--- src/rtl/uart_tx_arbiter.sv ---
// Round-robin arbiter sharing one UART TX FIFO write port among NUM_REQ byte streams.
// A grant lasts until the owner's last byte or MAX_BURST bytes, whichever comes first.
module uart_tx_arbiter #(
    parameter int NUM_REQ     = 4,
    parameter int C_DATA_BITS = 8,
    parameter int MAX_BURST   = 16
) (
    input  logic                             S_AXI_ACLK,
    input  logic                             S_AXI_ARESET,
    input  logic [NUM_REQ-1:0]               req_valid,
    input  logic [NUM_REQ*C_DATA_BITS-1:0]   req_data,
    input  logic [NUM_REQ-1:0]               req_last,
    output logic [NUM_REQ-1:0]               req_ready,
    input  logic                             Full,
    output logic [C_DATA_BITS-1:0]           TX_data,
    output logic                             wr_uart_en,
    output logic                             grant_valid,
    output logic [$clog2(NUM_REQ)-1:0]       grant_id
);

    localparam int IDW = $clog2(NUM_REQ);
    localparam int CW  = $clog2(MAX_BURST + 1);

    localparam logic [IDW:0]   NREQ    = (IDW + 1)'(NUM_REQ);
    localparam logic [IDW-1:0] LAST_ID = IDW'(NUM_REQ - 1);
    localparam logic [CW-1:0]  BCAP    = CW'(MAX_BURST - 1);

    localparam logic [0:0] IDLE  = 1'b0;
    localparam logic [0:0] GRANT = 1'b1;

    logic [0:0]     state;
    logic [IDW-1:0] rr_ptr;
    logic [CW-1:0]  burst_cnt;

    logic [C_DATA_BITS-1:0] data_arr [NUM_REQ];

    logic [2*NUM_REQ-1:0] dbl;
    logic [NUM_REQ-1:0]   rot;
    logic [IDW-1:0]       pos;
    logic [IDW:0]         sum;
    logic [IDW-1:0]       sel_id;
    logic                 sel_found;
    logic                 hs;
    logic                 release_now;

    for (genvar i = 0; i < NUM_REQ; i++) begin : g_data
        assign data_arr[i] = req_data[i*C_DATA_BITS +: C_DATA_BITS];
    end

    // Rotate so rr_ptr lands at bit 0, find the lowest set bit, then rotate back.
    always_comb begin
        dbl       = {req_valid, req_valid} >> rr_ptr;
        rot       = dbl[NUM_REQ-1:0];
        pos       = '0;
        for (int k = NUM_REQ - 1; k >= 0; k--) begin
            if (rot[k]) begin
                pos = IDW'(k);
            end
        end
        sum = {1'b0, rr_ptr} + {1'b0, pos};
        if (sum >= NREQ) begin
            sum = sum - NREQ;
        end
        sel_id    = sum[IDW-1:0];
        sel_found = |req_valid;
    end

    always_comb begin
        req_ready = '0;
        if (state == GRANT && !Full) begin
            req_ready[grant_id] = 1'b1;
        end
    end

    assign hs          = (state == GRANT) && !Full && req_valid[grant_id];
    assign release_now = hs && (req_last[grant_id] || burst_cnt == BCAP);
    assign wr_uart_en  = hs;
    assign TX_data     = hs ? data_arr[grant_id] : '0;
    assign grant_valid = (state == GRANT);

    always_ff @(posedge S_AXI_ACLK) begin
        if (S_AXI_ARESET) begin
            state     <= IDLE;
            rr_ptr    <= '0;
            burst_cnt <= '0;
            grant_id  <= '0;
        end else begin
            unique case (state)
                IDLE: begin
                    if (sel_found) begin
                        grant_id  <= sel_id;
                        burst_cnt <= '0;
                        state     <= GRANT;
                    end
                end
                GRANT: begin
                    if (release_now) begin
                        state     <= IDLE;
                        burst_cnt <= '0;
                        rr_ptr    <= (grant_id == LAST_ID) ? '0 : grant_id + 1'b1;
                    end else if (hs) begin
                        burst_cnt <= burst_cnt + 1'b1;
                    end
                end
                default: state <= IDLE;
            endcase
        end
    end

endmodule

--- config.mk ---
export PLATFORM = sky130hd
export DESIGN_NAME = uart_tx_arbiter
export DESIGN_NICKNAME = d
export VERILOG_FILES = /design/src/rtl/uart_tx_arbiter.sv
export SDC_FILE = /design/constraint.sdc
export NUM_CORES = 1
export LEC_CHECK = 0
export BUFFER_PORTS_ARGS = -buffer_cell sky130_fd_sc_hd__buf_4
export CAP_MARGIN = 10
export CELL_PAD_IN_SITES_DETAIL_PLACEMENT = 0
export CELL_PAD_IN_SITES_GLOBAL_PLACEMENT = 1
export CORE_MARGIN = 2
export CORE_UTILIZATION = 28
export DETAILED_ROUTE_END_ITERATION = 12
export MAX_ROUTING_LAYER = met4
export PLACE_DENSITY_LB_ADDON = 0.1
export SLEW_MARGIN = 20
export SYNTH_ARGS = -nofsm -noshare
export SYNTH_HDL_FRONTEND = slang
export SYNTH_SLANG_ARGS = --single-unit
--- constraint.sdc ---
create_clock -name S_AXI_ACLK -period 1.8 [get_ports S_AXI_ACLK]
set_clock_uncertainty 0.1 [all_clocks]
set_input_delay 0.09 -clock S_AXI_ACLK [delete_from_list [all_inputs] [get_ports S_AXI_ACLK]]
set_output_delay 0.09 -clock S_AXI_ACLK [all_outputs]
set_load 0.01 [all_outputs]
==> flow_metrics.tcl, run 1 <==
set metrics [dict create \
    core_um2 3690 \
    crit_path_top_delay_cell "dfxtp_2" \
    syn-mean-instance-area_um2 9.11 \
    instances_no_fill 247 \
    hold_ws_ns 0.217 \
    maximum_number_of_pins_on_one_net_before_global_route_repair 11 \
    cts_made_buffers 3 \
    die-height_um 66.0 \
    finalCriticalPeriod_ns 1.83 \
    post_synthesis_instance_area_um2 1070 \
    antenna-diode-count 0 \
    power_frac_clock_pct 28.8 \
    die_area_um2 4350 \
    dominantRegCellSynth "dfxtp_1" \
    max_cap_viols 0 \
    max_slew_margin_pct 85.1 \
    cp-start-kind "register" \
    violations "setup timing" \
    timing.final.hold_violations 0 \
    detail_route.drc_violations 0 \
    power.density_nw_per_um2 502 \
    mappedNetlistNets 168 \
    clock.fmax_mhz 547 \
    detail_route.vias_per_cell 4.79 \
    crit_chain "ha_4, and3_4, ha_4, nor2_4, a22oi_4, nand2_4, or3_4, a21oi_2" \
    finalNetCount 250 \
    core.rowCount 22 \
    timing.critical_path.buf_inv 0 \
    critical_path.most_common_cell "ha_4" \
    ys_types 44 \
    cts_buffer_depth 2 \
    drt_iter0_drc 48 \
    finish.utilization_pct 53.7 \
    port-buffer-count 58 \
    netSwitchingFraction_pct 29.2 \
    drt_pass1_iterations 4 \
    cts.reportedPaths.clkPinSlew_ns 0.05 \
    chipWidth_um 66.0 \
    worstPathMaxFanout 4 \
    route.antenna.remaining_nets 0 \
    clkLatencyLatePin_ns 0.24 \
    synth_async_sr_flop_share_pct 0 \
    routed-via-count 1182 \
    cp_top_family "simple AND/OR/NAND/NOR gates" \
    vdd_ir_drop_max_mv 0.374 \
    number_of_storage_elements_in_the_synthesis_netlist 10 \
    endpoint_required_time_on_the_critical_path_ns 1.87 \
    dp.final_hpwl_um 2650 \
    criticalPathCategory "reg -> reg" \
    slowest_delay_ns 0.35 \
    start_util_pct 29.1 \
    number_of_flops_mapped_to_enable_cells_by_yosys 0 \
    timing_max_transition_violations_final 0 \
    numClockSinks 10 \
    yosys_warnings 0 \
    groute.usage.overall_pct 15.8 \
    grt_antenna_before_repair 0 \
    seq_total_area_yosys_pct 18.6 \
    wirelength_um 3300 \
    area.growth.synth_to_final_pct 84.4 \
    clockRootBuffer "clkbuf_8" \
    grt_first_pass_wirelength_um 5090 \
    run_status "finished with violations" \
    total_leakage_power_nw 0.903 \
    power_frac_seq_pct 24.5 \
    cts_htree_levels 1 \
    post-route-worst-setup-slack_ns -0.0281 \
    report.final.setup_viol 7 \
    worst_hold_path_type "in -> reg" \
    comb_power_share_pct 46.7 \
    share_of_final_layout_standard_cells_stronger_than_drive_strength_1_pct 63.3 \
    top_level_ports 59 \
    first_global_vias 1120 \
    power.switching_mw 0.290 \
    worst_pin_slew_ns 0.222 \
    post_synth_inst_count 118 \
    dpl.cell_count 232 \
    detail_route.wl_per_cell_um 13.4 \
    layout_worst_path_cycle_share_pct 102 \
    gp_congestion 0.790 \
    internal_power_mw 0.704 \
    worstPathArrival_ns 1.90 \
    globalRouteOverflowTotal 0 \
    grt_setup_unrepaired "true" \
    worstSetupEndpointType "register" \
    tritoncts_clock_tree "built" \
]
[final cells by class]
class / instances / area, µm²
flip-flops and latches: 10 / 210
inverters: 6 / 25.0
multi-input cells: 94 / 930
well taps: 48 / 60.1
clock buffers: 4 / 55.1
fillers: 361 / 1710
repair buffers: 85 / 702
[per-layer routing]
metal	vias up	wire length, µm	GRT usage [%]
li1	602	-	-
met1	555	1340	19.3
met2	20	1790	26.5
met3	5	125	2.56
met4	0	44	5.36
met5	-	0	-
[state kept, by name (all words and copies together), names as in the netlist]
register     count
burst_cnt        5
rr_ptr           2
grant_id         2
grant_valid      1
[placed cells by master (no fill, tap or decap), drive strengths merged, types with 2 or more instances in the layout]
cell type and instances:
a31oi 2, nand2 7, or3 2, mux2i 4
mux2 2, a21oi 8, ha 7, and2 12
a22oi 2, nor2 12, o211ai 2, mux4 8
buf 83, nand3 3, clkbuf 5, nor2b 2
nor3 2, o21ai 2, o2111ai 2, dfxtp 10
inv 6
[final timing paths]
path	start	endpoint	slack (ns)	depth (start not counted)
worst max-delay path	burst_cnt[1]	rr_ptr[0]	-0.03	8
worst min-delay path	req_valid[2]	grant_id[1]	0.22	4
worst max register to register	burst_cnt[1]	rr_ptr[0]	-0.03	8
worst min register to register	burst_cnt[4]	burst_cnt[4]	0.38	2
[through the flow]
step / TNS (ns) / power, mW / area (µm²) / worst slack, ns
floorplan: -0.0232 / 0.455 / 1100 / -0.0232
global placement: -0.134 / 0.619 / 1670 / -0.0527
detailed placement: -0.286 / 0.627 / 1670 / -0.0810
CTS: -0.228 / 0.963 / 1850 / -0.0557
global route: -0.690 / 1.06 / 1980 / -0.0770
finish: -0.0863 / 0.995 / 1980 / -0.0281
[synthesized netlist by cell type, types with 2 or more instances]
library cell | n | area, µm²
a21oi_1 | 8 | 40.0
clkbuf_1 | 2 | 7.51
inv_1 | 5 | 18.8
o211ai_1 | 2 | 15.0
and2_1 | 12 | 75.1
nor2_1 | 11 | 41.3
o2111ai_1 | 2 | 17.5
nor3_1 | 2 | 10.0
ha_1 | 7 | 87.6
o21ai_0 | 2 | 10.0
a22oi_4 | 2 | 42.5
mux2i_1 | 4 | 40.0
nor2b_1 | 2 | 12.5
dfxtp_1 | 10 | 200
or3_1 | 2 | 12.5
a31oi_1 | 2 | 12.5
mux4_2 | 7 | 158
nand2_1 | 6 | 22.5
buf_2 | 3 | 15.0
nand3_1 | 3 | 15.0
[worst min-delay path: cells and delay by family]
kind,cells,cell delay (ns)
buf+inv,1,0.13
compound gates,3,0.29
[power by group through the flow]
| stage | clock network [mW] | registers, mW | logic (mW) |
|---|---|---|---|
| CTS | 0.298 | 0.245 | 0.419 |
| floorplan | 0 | 0.252 | 0.203 |
| finish | 0.287 | 0.244 | 0.464 |
| global placement | 0 | 0.248 | 0.372 |
| global route | 0.311 | 0.245 | 0.503 |
| detailed placement | 0 | 0.248 | 0.379 |
[logic make-up after synthesis]
group / after synthesis / share of synthesized area [%]
simple gates: 50 / 26.1
compound gates: 22 / 16.8
buf+inv: 14 / 6.29
mux: 14 / 23.3
flops: 10 / 18.6
fa+ha+maj: 7 / 8.15
xor+xnor: 1 / 0.815
[what timing repair did]
item / CTS / global route
setup endpoints to repair: 14 / 16
hold buffers: 1 / 0
pin swaps: 6 / 11
resized for setup: 21 / 22
endpoints found under the hold margin: 4 / 0
buffers inserted: 5 / 5
Power figures use the tool's default switching activity.
==> run 2, diff against run 1 <==
Settings changed: PLACE_DENSITY_LB_ADDON 0.1 to 0.08.
==> flow_metrics.tcl, run 2 (same netlist as run 1, synthesis figures left out) <==
set metrics [dict create \
    cp_top_family "flip-flops" \
    timing.critical_path.buf_inv 3 \
    n_fill_cell 346 \
    drt_pass1_iterations 4 \
    grt_first_pass_wirelength_um 5550 \
    min_delay_path_depth 4 \
    finalNetCount 250 \
    clock.fmax_mhz 544 \
    cts.reportedPaths.clkPinSlew_ns 0.05 \
    globalRouteOverflowTotal 0 \
    timing.hold.worst_endpoint "grant_id[1]" \
    r2r-start "burst_cnt[1]" \
    port-buffer-count 58 \
    route.antenna.remaining_nets 0 \
    vdd_ir_drop_max_mv 0.445 \
    cp-start-kind "register" \
    run_status "finished with violations" \
    timing.final.hold_violations 0 \
    area.growth.synth_to_final_pct 90.1 \
    total_leakage_power_nw 0.923 \
    slowest_delay_ns 0.37 \
    antenna-diode-count 0 \
    detail_route.wl_per_cell_um 14.2 \
    power.density_nw_per_um2 495 \
    violations "setup timing" \
    crit_path_top_delay_cell "dfxtp_4" \
    clkLatencyLatePin_ns 0.24 \
    routed-via-count 1198 \
    cts_htree_levels 1 \
    top_library_cells_by_usage_in_the_layout_fill_and_taps_aside "buf_4 (69), nor2_1 (10), buf_6 (10)" \
    registers_with_the_most_flip_flops "burst_cnt: 5 flops, grant_id: 2 flops, rr_ptr: 2 flops" \
    crit_chain "mux2_4, a22oi_4, clkinv_4, buf_12, and2_4, buf_6" \
    detail_route.vias_per_cell 4.85 \
    instances_no_fill 247 \
    maximum_number_of_pins_on_one_net_before_global_route_repair 13 \
    layout_commonest_cell "buf_4" \
    largest_register_ff_count 5 \
    cts_made_buffers 3 \
    worst_hold_path_type "in -> reg" \
    gp_congestion 0.789 \
    core.rowCount 22 \
    chipWidth_um 66.0 \
    die_area_um2 4350 \
    hp-start "req_valid[0]" \
    wirelength_um 3510 \
    drt_iter0_drc 59 \
    grt_antenna_before_repair 0 \
    grt_setup_unrepaired "true" \
    worst_reg_to_reg_path_cell_count 7 \
    detail_route.drc_violations 0 \
    start_util_pct 29.1 \
    worstPathArrival_ns 1.65 \
    worst_r2r_endpoint "burst_cnt[3]" \
    tritoncts_clock_tree "built" \
    groute.usage.overall_pct 16.4 \
    dpl.cell_count 231 \
    top_level_ports 59 \
    criticalPathCategory "reg -> out" \
    worstSetupEndpointType "output port" \
    first_global_vias 1154 \
    worst_pin_slew_ns 0.250 \
    largest_register "burst_cnt" \
    report.final.setup_viol 12 \
    dp.final_hpwl_um 2560 \
    place_ws_ns -0.0748 \
    worstPathMaxFanout 10 \
    max_cap_viols 0 \
    endpoint_required_time_on_the_critical_path_ns 1.61 \
    finalCriticalPeriod_ns 1.84 \
    max_slew_margin_pct 82.8 \
    reg2reg_setup_slack_ns -0.04 \
    cts_buffer_depth 2 \
    clockRootBuffer "clkbuf_8" \
    numClockSinks 10 \
    layout_worst_path_cycle_share_pct 102 \
    share_of_final_layout_standard_cells_stronger_than_drive_strength_1_pct 66.3 \
    timing_max_transition_violations_final 0 \
    post-route-worst-setup-slack_ns -0.0369 \
    die-height_um 66.0 \
    core_um2 3690 \
]
==> run 2: changes by cell type in the layout (fill, tap and decap cells not counted), sizes merged <==
cell / change
bufbuf: +1
clkbuf: -1
dlymetal6s2s: +1
clkinv: +1
buf: -1
inv: -1
==> run 2: worst max path at each step <==
stage	startpoint	end	slack (ns)	cells past startpoint
2_1_floorplan	burst_cnt[0]	burst_cnt[3]	-0.02	7
3_3_place_gp	burst_cnt[1]	rr_ptr[0]	-0.1	8
3_5_place_dp	burst_cnt[1]	burst_cnt[3]	-0.07	7
4_1_cts	burst_cnt[1]	burst_cnt[3]	-0.06	7
5_1_grt	rr_ptr[0]	grant_id[1]	-0.1	7
6_report	grant_id[0]	TX_data[5]	-0.04	6
==> run 2: timing repair <==
| action | CTS | global route |
|---|---|---|
| gates cloned | 1 | 0 |
| hold buffers | 1 | 0 |
| endpoints found under the hold margin | 2 | 0 |
| setup buffers | 9 | 2 |
| endpoints found under the setup margin | 13 | 18 |
| pin swaps | 14 | 11 |
| gates resized for setup | 25 | 20 |
==> run 2: through the flow <==
step | power [mW] | setup TNS [ns] | util (%) | hold slack [ns] | area (µm²)
2_1_floorplan | 0.455 | -0.0232 | - | 0.291 | 1100
3_3_place_gp | 0.631 | -0.167 | 45.8 | 0.246 | 1690
3_5_place_dp | 0.636 | -0.253 | 45.8 | 0.249 | 1690
4_1_cts | 0.991 | -0.115 | 52.0 | 0.238 | 1920
5_1_grt | 1.08 | -1.31 | 55.4 | 0.276 | 2040
6_report | 1.01 | -0.345 | 55.4 | 0.261 | 2040
==> run 2: final cells by class <==
cell class,instances,area [µm²],area share [%]
clock buffers,4,55.1,2.69
inverters,6,27.5,1.35
multi-input cells,94,948,46.4
flip-flops and latches,10,211,10.3
well taps,48,60.1,2.94
repair buffers,85,741,36.3
==> run 2: power by group <==
| part | leakage, nW | internal [mW] | switching [mW] |
|---|---|---|---|
| Clock | 0.0288 | 0.193 | 0.0947 |
| Combinational | 0.810 | 0.294 | 0.181 |
| Sequential | 0.0842 | 0.232 | 0.0172 |
| Total | 0.923 | 0.719 | 0.293 |
==> run 2: per-layer routing <==
metal / vias up / wire [µm] / global-route usage, %
met5: - / 0 / -
met1: 581 / 1490 / 22.4
li1: 598 / - / -
met2: 19 / 1920 / 26.9
met4: 0 / 0 / 1.53
met3: 0 / 108 / 2.56
==> run 2: tightest hold or removal path, stage by stage <==
cell	delay [ns]
buf_4	0.13
a21oi_1	0.06
o21ai_0	0.17
a311oi_1	0.09
==> run 3, diff against run 2 <==
Settings changed: ABC_CLOCK_PERIOD_IN_PS from default to 2200, CORE_UTILIZATION 28 to 34.
Clock period 1.8 ns to 2.2 ns, I/O delays scaled along.
==> flow_metrics.tcl, run 3 (same netlist as run 1, synthesis figures left out) <==
set metrics [dict create \
    max_cap_viols 0 \
    worstPathArrival_ns 2.10 \
    hp-start "req_valid[2]" \
    drt_pass1_iterations 4 \
    route.antenna.remaining_nets 0 \
    largest_register_ff_count 5 \
    timing.hold.worst_endpoint "grant_id[1]" \
    timing_max_transition_violations_final 0 \
    worstSetupEndpointType "register" \
    critical_path.most_common_cell "ha_1" \
    endpoint_required_time_on_the_critical_path_ns 2.30 \
    clkLatencyLatePin_ns 0.27 \
    worstPathMaxFanout 5 \
    layout_worst_path_cycle_share_pct 90.7 \
    max_slew_margin_pct 66.6 \
    comb_power_share_pct 45.5 \
    die-height_um 60.2 \
    dp.final_hpwl_um 2420 \
    first_global_vias 1001 \
    tritoncts_clock_tree "built" \
    crit_chain "ha_1, and3_1, ha_1, nor2_1, a22oi_4, or4_1, a31oi_1" \
    internal_power_mw 0.415 \
    worst_pin_slew_ns 0.502 \
    power.density_nw_per_um2 387 \
    final_cell_area_um2 1590 \
    core.rowCount 20 \
    core_um2 3030 \
    finalNetCount 227 \
    port-buffer-count 58 \
    reg2reg_setup_slack_ns 0.20 \
    detail_route.drc_violations 0 \
    die_area_um2 3630 \
    post-route-worst-setup-slack_ns 0.204 \
    start_util_pct 35.5 \
    grt_first_pass_wirelength_um 4520 \
    maximum_number_of_pins_on_one_net_before_global_route_repair 17 \
    timing.critical_path.buf_inv 0 \
    top_library_cells_by_usage_in_the_layout_fill_and_taps_aside "buf_4 (60), and2_1 (12), nor2_1 (11)" \
    clock.fmax_mhz 501 \
    power.switching_mw 0.200 \
    crit_path_top_delay_cell "or4_1" \
    grt_setup_unrepaired "false" \
    detail_route.wl_per_cell_um 13.7 \
    min_delay_path_depth 4 \
    globalRouteOverflowTotal 0 \
    place_ws_ns 0.195 \
    clockRootBuffer "clkbuf_4" \
    worst_hold_path_type "in -> reg" \
    busiest_layer "met2" \
    slowest_delay_ns 0.47 \
    timing.final.hold_violations 0 \
    timing.setup.tns_ns 0 \
    layout_commonest_cell "buf_4" \
    global_route.usage.met3_pct 3.03 \
    grt_use_met2_pct 28.3 \
    area.growth.synth_to_final_pct 48.0 \
    numClockSinks 10 \
    wirelength_um 3010 \
    grt_antenna_before_repair 0 \
    groute.usage.overall_pct 17.0 \
    detail_route.vias_per_cell 5.15 \
    share_of_final_layout_standard_cells_stronger_than_drive_strength_1_pct 45.7 \
    r2r-start "burst_cnt[0]" \
    antenna-diode-count 0 \
    worst_r2r_endpoint "burst_cnt[3]" \
    report.power.total_mw 0.615 \
    chipWidth_um 60.2 \
    routed-via-count 1127 \
    cp_top_family "simple AND/OR/NAND/NOR gates" \
    finalCriticalPeriod_ns 2.00 \
    registers_with_the_most_flip_flops "burst_cnt: 5 flops, grant_id: 2 flops, rr_ptr: 2 flops" \
    cts_made_buffers 3 \
    largest_register "burst_cnt" \
    criticalPathCategory "reg -> reg" \
    power_frac_seq_pct 33.3 \
    drt_iter0_drc 28 \
    worst_reg_to_reg_path_cell_count 7 \
    cts.reportedPaths.clkPinSlew_ns 0.07 \
    netSwitchingFraction_pct 32.5 \
    power_frac_clock_pct 21.2 \
    top_level_ports 59 \
    run_status "finished, final reports clean" \
    cp-start-kind "register" \
    report.final.setup_viol 0 \
    dp_area_um2 1560 \
    cts_htree_levels 1 \
    cts_buffer_depth 2 \
    groute.layer.met1.usage_pct 21.0 \
    total_leakage_power_nw 0.731 \
    gp_congestion 0.869 \
    vdd_ir_drop_max_mv 0.358 \
]
## run 3: tightest hold or removal path: cells and delay by family
kind	cells	cell delay (ns)
buffers and inverters	1	0.12
AO/OA/AOI/OAI	3	0.28
## run 3: final cells by class
cell class	instances	area, µm²
fill	283	1440
multi-input combinational	94	807
timing repair buffer	62	480
sequential	10	200
tap	44	55.1
inverter	6	25.0
clock buffer	3	22.5
## run 3: power by group through the flow
stage	combinational, mW	clock, mW	sequential, mW
floorplan	0.165	0	0.205
global placement	0.278	0	0.209
detailed placement	0.281	0	0.209
CTS	0.284	0.127	0.205
global route	0.305	0.142	0.207
finish	0.280	0.131	0.205
## run 3: how the worst max path moves through the flow
| stage | from | to | slack, ns | cells past startpoint |
|---|---|---|---|---|
| after floorplan | burst_cnt[0] | burst_cnt[3] | 0.29 | 7 |
| after global placement | burst_cnt[0] | rr_ptr[0] | 0.25 | 8 |
| after detailed placement | burst_cnt[0] | burst_cnt[3] | 0.19 | 7 |
| after CTS | burst_cnt[0] | burst_cnt[3] | 0.20 | 7 |
| after global routing | rr_ptr[0] | grant_id[1] | 0.04 | 8 |
| final | burst_cnt[0] | burst_cnt[3] | 0.20 | 7 |
## run 3: stage by stage
stage | cells | hold slack (ns) | utilization, %
2_1_floorplan | 118 | 0.316 | -
5_1_grt | 219 | 0.227 | 52.5
3_3_place_gp | 215 | 0.263 | 51.4
3_5_place_dp | 215 | 0.270 | 51.4
4_1_cts | 219 | 0.207 | 52.5
6_report | 219 | 0.198 | 52.5
## run 3: layer usage
metal	vias up	wire, µm
met5	-	0
met3	4	284
met2	57	1400
li1	554	-
met1	512	1300
met4	0	23
## run 3: what timing repair did
item / CTS / global route
hold buffers: 1 / 0
buffers inserted: 0 / 0
endpoints found under the hold margin: 5 / 0
endpoints found under the setup margin: 0 / 0
gates resized for setup: 0 / 0
